[src/rtl/alu_seq_if.sv]
// alu_seq_if: operand/result bus for the registered sequential ALU.
// The master side (operand registers / control unit) drives the request.
// The slave side (the ALU) returns status, result and flags.
interface alu_seq_if #(
    parameter int WIDTH = 8
);
    logic             start;
    logic [3:0]       op;
    logic [WIDTH-1:0] a_in;
    logic [WIDTH-1:0] b_in;
    logic             busy;
    logic             done;
    logic [WIDTH-1:0] result;
    logic [WIDTH-1:0] result_hi;
    logic             zero_flag;
    logic             carry_flag;
    logic             negative_flag;
    logic             overflow_flag;

    modport master (
        output start, op, a_in, b_in,
        input  busy, done, result, result_hi,
        input  zero_flag, carry_flag, negative_flag, overflow_flag
    );

    modport slave (
        input  start, op, a_in, b_in,
        output busy, done, result, result_hi,
        output zero_flag, carry_flag, negative_flag, overflow_flag
    );
endinterface

[src/rtl/alu_seq.sv]
// alu_seq: parametrised registered ALU with a start/done handshake.
// Single-cycle arithmetic, logic, shift and rotate ops complete with
// latency 1. Z/C/N/V flags are persistent and change only on done.
// Build option ALU_MUL_EN: opcode E runs a WIDTH-cycle shift-add multiply.
// Without ALU_MUL_EN, opcode E returns zero in one cycle and keeps the flags.
module alu_seq #(
    parameter int WIDTH = 8
) (
    input  logic     clk,
    input  logic     reset_n,
    alu_seq_if.slave bus
);
    localparam int CNT_W = $clog2(WIDTH);

    localparam logic [3:0] OP_ADD  = 4'h0;
    localparam logic [3:0] OP_SUB  = 4'h1;
    localparam logic [3:0] OP_AND  = 4'h2;
    localparam logic [3:0] OP_OR   = 4'h3;
    localparam logic [3:0] OP_XOR  = 4'h4;
    localparam logic [3:0] OP_NOT  = 4'h5;
    localparam logic [3:0] OP_ADC  = 4'h6;
    localparam logic [3:0] OP_SBC  = 4'h7;
    localparam logic [3:0] OP_SHL  = 4'h8;
    localparam logic [3:0] OP_SHR  = 4'h9;
    localparam logic [3:0] OP_ROL  = 4'hA;
    localparam logic [3:0] OP_ROR  = 4'hB;
    localparam logic [3:0] OP_INC  = 4'hC;
    localparam logic [3:0] OP_DEC  = 4'hD;
    localparam logic [3:0] OP_MUL  = 4'hE;
    localparam logic [3:0] OP_PASS = 4'hF;

    typedef enum logic {
        IDLE,
        MUL_RUN
    } state_t;

    state_t           state_q, state_d;
    logic [WIDTH-1:0] result_q, result_d;
    logic [WIDTH-1:0] resultHi_q, resultHi_d;
    logic             zero_q, zero_d;
    logic             carry_q, carry_d;
    logic             neg_q, neg_d;
    logic             ovf_q, ovf_d;
    logic             done_q, done_d;

`ifdef ALU_MUL_EN
    logic [2*WIDTH-1:0] mcand_q, mcand_d;
    logic [2*WIDTH-1:0] acc_q, acc_d;
    logic [WIDTH-1:0]   mplier_q, mplier_d;
    logic [CNT_W-1:0]   cnt_q, cnt_d;
`endif

    logic [WIDTH-1:0] aluRes;
    logic             aluC;
    logic             aluV;
    logic [WIDTH:0]   aExt;
    logic [WIDTH:0]   addend;
    logic [WIDTH:0]   addCarry;
    logic [WIDTH:0]   subtrahend;
    logic [WIDTH:0]   subBorrow;
    logic [WIDTH:0]   sumExt;
    logic [WIDTH:0]   diffExt;
    logic             addV;
    logic             subV;

    // Single-cycle datapath: one shared adder and one shared subtractor in
    // WIDTH+1 bits, with the operand/carry muxes picking ADD/ADC/INC and
    // SUB/SBC/DEC; the registered carry feeds ADC/SBC chaining.
    always_comb begin
        aExt       = {1'b0, bus.a_in};
        addend     = (bus.op == OP_INC) ? {{WIDTH{1'b0}}, 1'b1} : {1'b0, bus.b_in};
        addCarry   = (bus.op == OP_ADC) ? {{WIDTH{1'b0}}, carry_q} : '0;
        subtrahend = (bus.op == OP_DEC) ? {{WIDTH{1'b0}}, 1'b1} : {1'b0, bus.b_in};
        subBorrow  = (bus.op == OP_SBC) ? {{WIDTH{1'b0}}, ~carry_q} : '0;
        sumExt     = aExt + addend + addCarry;
        diffExt    = aExt - subtrahend - subBorrow;
        addV       = (bus.a_in[WIDTH-1] == addend[WIDTH-1]) &&
                     (sumExt[WIDTH-1] != bus.a_in[WIDTH-1]);
        subV       = (bus.a_in[WIDTH-1] != subtrahend[WIDTH-1]) &&
                     (diffExt[WIDTH-1] != bus.a_in[WIDTH-1]);
        aluRes     = '0;
        aluC       = 1'b0;
        aluV       = 1'b0;
        case (bus.op)
            OP_ADD, OP_ADC, OP_INC: begin
                aluRes = sumExt[WIDTH-1:0];
                aluC   = sumExt[WIDTH];
                aluV   = addV;
            end
            OP_SUB, OP_SBC: begin
                aluRes = diffExt[WIDTH-1:0];
                aluC   = ~diffExt[WIDTH];
                aluV   = subV;
            end
            OP_DEC: begin
                aluRes = diffExt[WIDTH-1:0];
                aluC   = diffExt[WIDTH];
                aluV   = subV;
            end
            OP_AND:  aluRes = bus.a_in & bus.b_in;
            OP_OR:   aluRes = bus.a_in | bus.b_in;
            OP_XOR:  aluRes = bus.a_in ^ bus.b_in;
            OP_NOT:  aluRes = ~bus.a_in;
            OP_PASS: aluRes = bus.a_in;
            OP_SHL: begin
                aluRes = {bus.a_in[WIDTH-2:0], 1'b0};
                aluC   = bus.a_in[WIDTH-1];
            end
            OP_SHR: begin
                aluRes = {1'b0, bus.a_in[WIDTH-1:1]};
                aluC   = bus.a_in[0];
            end
            OP_ROL: begin
                aluRes = {bus.a_in[WIDTH-2:0], bus.a_in[WIDTH-1]};
                aluC   = bus.a_in[WIDTH-1];
            end
            OP_ROR: begin
                aluRes = {bus.a_in[0], bus.a_in[WIDTH-1:1]};
                aluC   = bus.a_in[0];
            end
            default: begin
                aluRes = '0;
                aluC   = 1'b0;
                aluV   = 1'b0;
            end
        endcase
    end

    // Next-state logic: accept a request only in IDLE, register the result
    // and flags together with the done pulse, and step the multiplier one
    // multiplier bit per cycle while in MUL_RUN.
    always_comb begin
        state_d    = state_q;
        result_d   = result_q;
        resultHi_d = resultHi_q;
        zero_d     = zero_q;
        carry_d    = carry_q;
        neg_d      = neg_q;
        ovf_d      = ovf_q;
        done_d     = 1'b0;
`ifdef ALU_MUL_EN
        mcand_d    = mcand_q;
        acc_d      = acc_q;
        mplier_d   = mplier_q;
        cnt_d      = cnt_q;
`endif
        case (state_q)
            IDLE: begin
                if (bus.start) begin
                    if (bus.op == OP_MUL) begin
`ifdef ALU_MUL_EN
                        state_d  = MUL_RUN;
                        mcand_d  = {{WIDTH{1'b0}}, bus.a_in};
                        mplier_d = bus.b_in;
                        acc_d    = '0;
                        cnt_d    = '0;
`else
                        done_d     = 1'b1;
                        result_d   = '0;
                        resultHi_d = '0;
`endif
                    end else begin
                        done_d     = 1'b1;
                        result_d   = aluRes;
                        resultHi_d = '0;
                        zero_d     = (aluRes == '0);
                        carry_d    = aluC;
                        neg_d      = aluRes[WIDTH-1];
                        ovf_d      = aluV;
                    end
                end
            end
            MUL_RUN: begin
`ifdef ALU_MUL_EN
                acc_d    = acc_q + (mplier_q[0] ? mcand_q : '0);
                mcand_d  = mcand_q << 1;
                mplier_d = mplier_q >> 1;
                cnt_d    = cnt_q + CNT_W'(1);
                if (cnt_q == CNT_W'(WIDTH - 1)) begin
                    state_d    = IDLE;
                    done_d     = 1'b1;
                    result_d   = acc_d[WIDTH-1:0];
                    resultHi_d = acc_d[2*WIDTH-1:WIDTH];
                    zero_d     = (acc_d == '0);
                    carry_d    = |acc_d[2*WIDTH-1:WIDTH];
                    neg_d      = acc_d[2*WIDTH-1];
                    ovf_d      = 1'b0;
                end
`else
                state_d = IDLE;
`endif
            end
            default: state_d = IDLE;
        endcase
    end

    // State, result, flag and multiplier registers; reset aborts any
    // multiply in flight and clears every visible output.
    always_ff @(posedge clk or negedge reset_n) begin
        if (!reset_n) begin
            state_q    <= IDLE;
            result_q   <= '0;
            resultHi_q <= '0;
            zero_q     <= 1'b0;
            carry_q    <= 1'b0;
            neg_q      <= 1'b0;
            ovf_q      <= 1'b0;
            done_q     <= 1'b0;
`ifdef ALU_MUL_EN
            mcand_q    <= '0;
            acc_q      <= '0;
            mplier_q   <= '0;
            cnt_q      <= '0;
`endif
        end else begin
            state_q    <= state_d;
            result_q   <= result_d;
            resultHi_q <= resultHi_d;
            zero_q     <= zero_d;
            carry_q    <= carry_d;
            neg_q      <= neg_d;
            ovf_q      <= ovf_d;
            done_q     <= done_d;
`ifdef ALU_MUL_EN
            mcand_q    <= mcand_d;
            acc_q      <= acc_d;
            mplier_q   <= mplier_d;
            cnt_q      <= cnt_d;
`endif
        end
    end

    assign bus.busy          = (state_q == MUL_RUN);
    assign bus.done          = done_q;
    assign bus.result        = result_q;
    assign bus.result_hi     = resultHi_q;
    assign bus.zero_flag     = zero_q;
    assign bus.carry_flag    = carry_q;
    assign bus.negative_flag = neg_q;
    assign bus.overflow_flag = ovf_q;
endmodule

[src/flat_wrapper.sv]
// flat-port wrapper written by rule: the top's interface ports become plain ports
module alu_seq_flat 
#(
    parameter int WIDTH = 8
)
  (clk, reset_n, bus_start, bus_op, bus_a_in, bus_b_in, bus_busy, bus_done, bus_result, bus_result_hi, bus_zero_flag, bus_carry_flag, bus_negative_flag, bus_overflow_flag);
  alu_seq_if #(.WIDTH(WIDTH)) bus_i ();
  input  logic clk;
  input  logic reset_n;
  input wire logic [$bits(bus_i.start)-1:0] bus_start;
  input wire logic [$bits(bus_i.op)-1:0] bus_op;
  input wire logic [$bits(bus_i.a_in)-1:0] bus_a_in;
  input wire logic [$bits(bus_i.b_in)-1:0] bus_b_in;
  output wire logic [$bits(bus_i.busy)-1:0] bus_busy;
  output wire logic [$bits(bus_i.done)-1:0] bus_done;
  output wire logic [$bits(bus_i.result)-1:0] bus_result;
  output wire logic [$bits(bus_i.result_hi)-1:0] bus_result_hi;
  output wire logic [$bits(bus_i.zero_flag)-1:0] bus_zero_flag;
  output wire logic [$bits(bus_i.carry_flag)-1:0] bus_carry_flag;
  output wire logic [$bits(bus_i.negative_flag)-1:0] bus_negative_flag;
  output wire logic [$bits(bus_i.overflow_flag)-1:0] bus_overflow_flag;
  assign bus_i.start = bus_start;
  assign bus_i.op = bus_op;
  assign bus_i.a_in = bus_a_in;
  assign bus_i.b_in = bus_b_in;
  assign bus_busy = bus_i.busy;
  assign bus_done = bus_i.done;
  assign bus_result = bus_i.result;
  assign bus_result_hi = bus_i.result_hi;
  assign bus_zero_flag = bus_i.zero_flag;
  assign bus_carry_flag = bus_i.carry_flag;
  assign bus_negative_flag = bus_i.negative_flag;
  assign bus_overflow_flag = bus_i.overflow_flag;
  alu_seq #(.WIDTH(WIDTH)) u_core (.clk(clk), .reset_n(reset_n), .bus(bus_i));
endmodule
[config.mk]
export PLATFORM = sky130hd
export DESIGN_NAME = alu_seq_flat
export DESIGN_NICKNAME = d
export VERILOG_FILES = /design/src/rtl/alu_seq_if.sv /design/src/rtl/alu_seq.sv /design/src/flat_wrapper.sv
export SDC_FILE = /design/constraint.sdc
export NUM_CORES = 1
export LEC_CHECK = 0
export CORE_MARGIN = 2
export CORE_UTILIZATION = 59
export CTS_CLUSTER_DIAMETER = 30
export DETAILED_ROUTE_END_ITERATION = 6
export PLACE_DENSITY = 0.87
export SETUP_SLACK_MARGIN = 0.5
export SYNTH_ARGS = -nofsm -noshare
export SYNTH_HDL_FRONTEND = slang
export SYNTH_SLANG_ARGS = --single-unit
[constraint.sdc]
create_clock -name clk -period 4.3 [get_ports clk]
set_clock_uncertainty 0.05 [all_clocks]
set_input_delay 0.86 -clock clk [delete_from_list [all_inputs] [get_ports clk]]
set_output_delay 0.86 -clock clk [all_outputs]
set_load 0.005 [all_outputs]
# Word-level counts from Yosys, hierarchy flattened
# Cells that the tools add are included.
[word_totals]
regBits = 13
latch_bits = 0
mem_bits_rw = 0
mem_bits_ro = 0
input_bits = 23
out_inout_bits = 22
elab_cells = 55
mem_count = 0
[classes]
add_sub_neg = 4
multipliers = 0
n_div = 0
magnitude_cmp = 0
eq_ne = 19
shifts = 0
muxes = 9
bitwise = 7
reduce_logical = 10
[ops]
columns = ["op", "count"]
rows = [
  ["$pmux W8 S11", 1],
  ["$eq A4 B4 Y1 const B", 8],
  ["$mux W8", 3],
  ["$eq A4 B3 Y1 const B", 4],
  ["$add A8 B9 Y9", 1],
  ["$add A9 B9 Y9", 1],
  ["$sub A8 B9 Y9", 1],
  ["$sub A9 B9 Y9", 1],
  ["$and A8 B8 Y8", 1],
  ["$eq A4 B2 Y1 const B", 2],
  ["$logic_not A8 Y1", 1],
  ["$not A8 Y8", 1],
  ["$or A8 B8 Y8", 1],
  ["$xor A8 B8 Y8", 1],
  ["$reduce_or A2 Y1", 3],
  ["$reduce_or A3 Y1", 2],
  ["$pmux W1 S5", 1],
  ["$eq A4 B1 Y1 const B", 1],
  ["$logic_not A4 Y1", 1],
  ["$mux W1", 3],
  ["$ne A1 B1 Y1", 3],
  ["$not A1 Y1", 3],
  ["$logic_and A1 B1 Y1", 2],
  ["$pmux W1 S2", 1],
  ["other kinds (2)", 2],
]

# Depth between registers and ports, before layout
[logic_depth]
word_depth = 7
mapped_depth = 15
depth_no_buf = 14

# Worst setup path before layout
# No wires, ideal clock.
[synth_path]
kind = "in2reg"
from = "input port bus_op[2]"
to = "register u_core.zero_q (netlist: u_core.bus.zero_flag)"
t_arrival_ps = 3666
slack_ps = 518
stages = 14
n_path_buf = 3
cell_sequence = "buf_2 > clkbuf_1 > clkbuf_1 > nand3_1 > nand2_1 > fa_1 > fa_1 > a21boi_0 > nor2_1 > xnor2_1 > a2111oi_2 > o211ai_1 > nor4_1 > a41o_1"
[synth_between]
elab_chain_cells = 6
elab_cells_between_ends = 30
[synth_lines]
columns = ["element", "line_no", "rtl"]
rows = [
  ["start, declared", "flat_wrapper.sv:11", "input wire logic [$bits(bus_i.op)-1:0] bus_op;"],
  ["$eq A4 B4 Y1, on equally long branches", "alu_seq.sv:73, alu_seq.sv:84, alu_seq.sv:71", ""],
  ["$mux W8, on equally long branches", "alu_seq.sv:73, alu_seq.sv:71", ""],
  ["$sub A8 B9 Y9 or $add A8 B9 Y9 (tied branches)", "alu_seq.sv:76, alu_seq.sv:75", ""],
  ["$sub A9 B9 Y9 or $add A9 B9 Y9 (tied branches)", "alu_seq.sv:76, alu_seq.sv:75", ""],
  ["$pmux W8 S11", "alu_seq.sv:84", "case (bus.op)"],
  ["$logic_not A8 Y1", "alu_seq.sv:166", "zero_d = (aluRes == '0);"],
  ["end signal, assigned", "alu_seq.sv:219", "zero_q <= zero_d;"],
  ["end, declared", "alu_seq.sv:40", "logic zero_q, zero_d;"],
]
# Several ways; a longest one is shown, not always the timed one.
# A chain may end at the register's enable or synchronous reset.

# Worst setup path after layout
[layout_path]
from = "input port bus_a_in[0]"
to = "register u_core.zero_q (netlist: u_core.bus.zero_flag)"
[layout_between]
elab_chain_cells = 4
elab_cells_between_ends = 10
[layout_lines]
columns = ["element", "line_no", "rtl"]
rows = [
  ["start, declared", "flat_wrapper.sv:12", "input wire logic [$bits(bus_i.a_in)-1:0] bus_a_in;"],
  ["$sub A8 B9 Y9 or $add A8 B9 Y9 (tied branches)", "alu_seq.sv:76, alu_seq.sv:75", ""],
  ["$sub A9 B9 Y9 or $add A9 B9 Y9 (tied branches)", "alu_seq.sv:76, alu_seq.sv:75", ""],
  ["$pmux W8 S11 *", "alu_seq.sv:84", ""],
  ["$logic_not A8 Y1 *", "alu_seq.sv:166", ""],
]
# Every way passes the cells marked *; elsewhere a longest branch is shown, timed or not.

==> metrics.yaml <==
pwr:
  ir_drop_v: 0.000109
  p_int_mw: 0.415
  clkPwrFrac: 0.160
  p_sw_mw: 0.295
  pwr-share-comb: 0.624
  switching_share: 0.415
  power_density_nw_per_um2: 216
  sequentialPowerShare: 0.215
  power_leakage_nw: 1.52
setup_path:
  path_max_fanout: 3
  crit_cells: 11
  reg2reg_from: "u_core.bus.carry_flag"
  rrSetupSlack_ns: 1.20
  critical_path_class: "input pin to flip-flop"
  slowest_delay_ns: 0.49
  crit_required_ns: 4.44
  path_cells: "clkdlybuf4s50_1 > inv_2 > fa_2 > fa_2 > a21boi_4 > nor2_2 > xnor2_2 > a2111oi_4 > o211ai_1 > nor4_2 > a41o_1"
  crit_buf_inv: 2
  reg2reg_to: "u_core.bus.zero_flag"
  critPathArrivalTime_ns: 3.79
  worstSetupEndpointType: "flip-flop"
  ff2ff_path_depth: 10
  critical-path-slowest-cell: "clkdlybuf4s50_1"
  crit_top_cell: "fa_2"
  path_delay_family: "compound AO/OA/AOI/OAI gates"
  cp-start-kind: "input pin"
yosys:
  async_reset_ff_frac: 1.00
  ys_seq_area_frac: 0.125
  ys.flop_type: "dfrtp_1"
  yosys_register_bits: 13
  synth-edff-count: 0
  yosys_warnings: 0
  syn_avg_cell_area_um2: 7.51
  syn_area_um2: 2600
  yosys.cell_types.count: 68
  synthCells: 346
global_route:
  grt_max_degree: 29
  grt_pass1_vias: 2706
  grt_overflow: 0
  antenna_found_initial: 0
  gr-usage-all-layers: 0.322
  grt_pass1_wl_mm: 12.7
clock_tree:
  cts.sinks: 13
  clockBufferDepth: 2
  cts_buffers: 3
  cts.reportedPaths.clkPinSlew_ns: 0.06
  cts_tree: "yes"
  clk-insertion-delay-late_ns: 0.24
  cts_root_buffer: "clkbuf_8"
  htree_num_levels: 1
  cts_hold_buffers: 0
placed_design:
  place_congestion: 0.990
  place_hpwl_mm: 6.05
  port_buffers: 35
  placed_cells: 441
  pre_cts_slack_ns: -0.0560
final_layout:
  multiInputGateArea_um2: 2140
  insertedDiodeCount: 0
  seqCellArea_um2: 325
  layout.cells.non_filler: 446
  final_common_cell: "inv_1"
  syn_to_final_growth_pct: 26.2
  nets: 459
  drive_gt1_frac: 0.168
  nFillCells: 308
  final_cell_mix: "inv_1, ha_1, clkdlybuf4s50_1"
worst_hold_path:
  holdCritPathClass: "flip-flop to flip-flop"
  hold_end: "u_core.bus.negative_flag"
  whs_path_depth: 1
  min_from: "u_core.bus.negative_flag"
drt:
  wl_met1_mm: 3.06
  top_layer_used: "met4"
  drtAntennaViolNets: 0
  wl_mm: 8.06
  vias: 2881
  wl_met3_um: 731
  wire_per_inst_um: 18.1
  via_per_inst: 6.46
  drc_errors: 0
  dr.pass1.iters: 5
  wl_met2_mm: 3.75
  drtIter0Drc: 312
timing:
  hold_viol_final: 0
  report.final.slew_viol_count: 0
  fmax_mhz: 274
  hold-worst-slack_ns: 0.428
  slew_headroom: 0.596
  period_needed_ns: 3.65
  fin_crit_sh: 0.849
  setup_viol: 0
  finalWorstSetupSlack_ns: 0.650
  rsz0062_at_grt: "false"
  worstMarginPinSlew_ns: 0.603
floorplanning:
  die_x_um: 70.4
  die_area_um2: 4950
  num_rows: 24
  die_y_um: 70.4
  core_area_um2: 4290
  floorplan.initialDensity: 0.605
  io_pins: 45
status:
  status: "completed"
run:
  maxCapViolCount: 0
-- stage by stage --
stage / instance area [um2] / total power, mW / TNS [ns] / utilization
finish: 3280 / 0.710 / 0 / 0.764
global route: 3280 / 0.752 / 0 / 0.764
CTS: 3180 / 0.673 / 0 / 0.740
detailed placement: 3090 / 0.545 / -0.0560 / 0.719
global placement: 3090 / 0.535 / 0 / 0.719
floorplan: 2630 / 0.400 / 0 / -
-- worst register-to-register path: cells and delay by family (launching register included) --
kind	cells	cell delay, ns
flip-flops	1	0.50
XOR/XNOR	1	0.15
AO/OA/AOI/OAI	4	1.00
AND/OR/NAND/NOR	3	0.53
adder cells (fa/ha/maj)	2	0.82
-- power by group through the flow --
stage	clock [mW]	combinational (mW)	sequential, mW
2_1_floorplan	0	0.246	0.154
3_3_place_gp	0	0.382	0.153
3_5_place_dp	0	0.391	0.154
4_1_cts	0.113	0.408	0.152
5_1_grt	0.116	0.481	0.155
6_report	0.114	0.443	0.153
-- synth_stat cells (3+ instances only) --
master / instances / area [um2]
buf_2: 9 / 45.0
fa_1: 4 / 80.1
a21oi_1: 21 / 105
o21ai_0: 13 / 65.1
mux2i_1: 6 / 60.1
a221oi_1: 4 / 35.0
dfrtp_1: 13 / 325
buf_4: 11 / 82.6
inv_2: 3 / 11.3
nor3_1: 12 / 60.1
nor2b_1: 3 / 18.8
nor2_1: 27 / 101
nand3_1: 12 / 60.1
o21a_1: 5 / 37.5
o22ai_1: 5 / 31.3
o2bb2ai_1: 3 / 26.3
xor2_1: 3 / 26.3
inv_1: 38 / 143
ha_1: 37 / 463
xnor2_1: 7 / 61.3
o211ai_1: 4 / 30.0
a21o_1: 5 / 37.5
a21boi_0: 3 / 22.5
a31oi_1: 11 / 68.8
a2bb2oi_1: 3 / 26.3
nand2_1: 23 / 86.3
clkbuf_1: 4 / 15.0
nand2b_1: 4 / 25.0
-- routing by layer --
| metal | vias to the layer above | track usage |
|---|---|---|
| met3 | 60 | 0.0534 |
| met2 | 203 | 0.513 |
| met4 | 0 | 0.173 |
| li1 | 1334 | - |
| met1 | 1284 | 0.413 |
| met5 | - | 0 |
-- registers in the layout (all words and copies together), names as in the netlist --
register	cells
u_core.bus.zero_flag	1
u_core.bus.done	1
u_core.bus.negative_flag	1
u_core.bus.carry_flag	1
u_core.bus.overflow_flag	1
u_core.bus.result	8
-- cells by family after synthesis --
family / count (synthesis) / share of synthesized area
fa+ha+maj: 42 / 0.213
buf+inv: 66 / 0.116
flops: 13 / 0.125
simple gates: 101 / 0.188
mux: 8 / 0.0332
compound gates: 105 / 0.289
xor+xnor: 10 / 0.0337
other cells: 1 / 0.00144
-- final cells by class --
cell class | count | area share
repair buffers | 61 | 0.168
inverters | 41 | 0.0469
multi-input cells | 275 | 0.653
clock buffers | 4 | 0.0137
well taps | 52 | 0.0198
flip-flops and latches | 13 | 0.0992
-- worst max path at each step --
stage           startpoint              endpoint  slack [ns]
2_1_floorplan    bus_op[2]  u_core.bus.zero_flag        0.52
3_3_place_gp     bus_op[3]  u_core.bus.zero_flag        0.08
3_5_place_dp     bus_op[0]  u_core.bus.zero_flag       -0.06
4_1_cts          bus_op[0]  u_core.bus.zero_flag        0.49
5_1_grt        bus_a_in[0]  u_core.bus.zero_flag        0.51
6_report       bus_a_in[0]  u_core.bus.zero_flag        0.65
-- repair_timing --
item                                    4_1_cts  5_1_grt
gates resized for setup                      13       24
endpoints found under the setup margin        6        7
pin swaps                                     3        9
setup buffers                                 0        1
(Power assumes the default switching activity.)
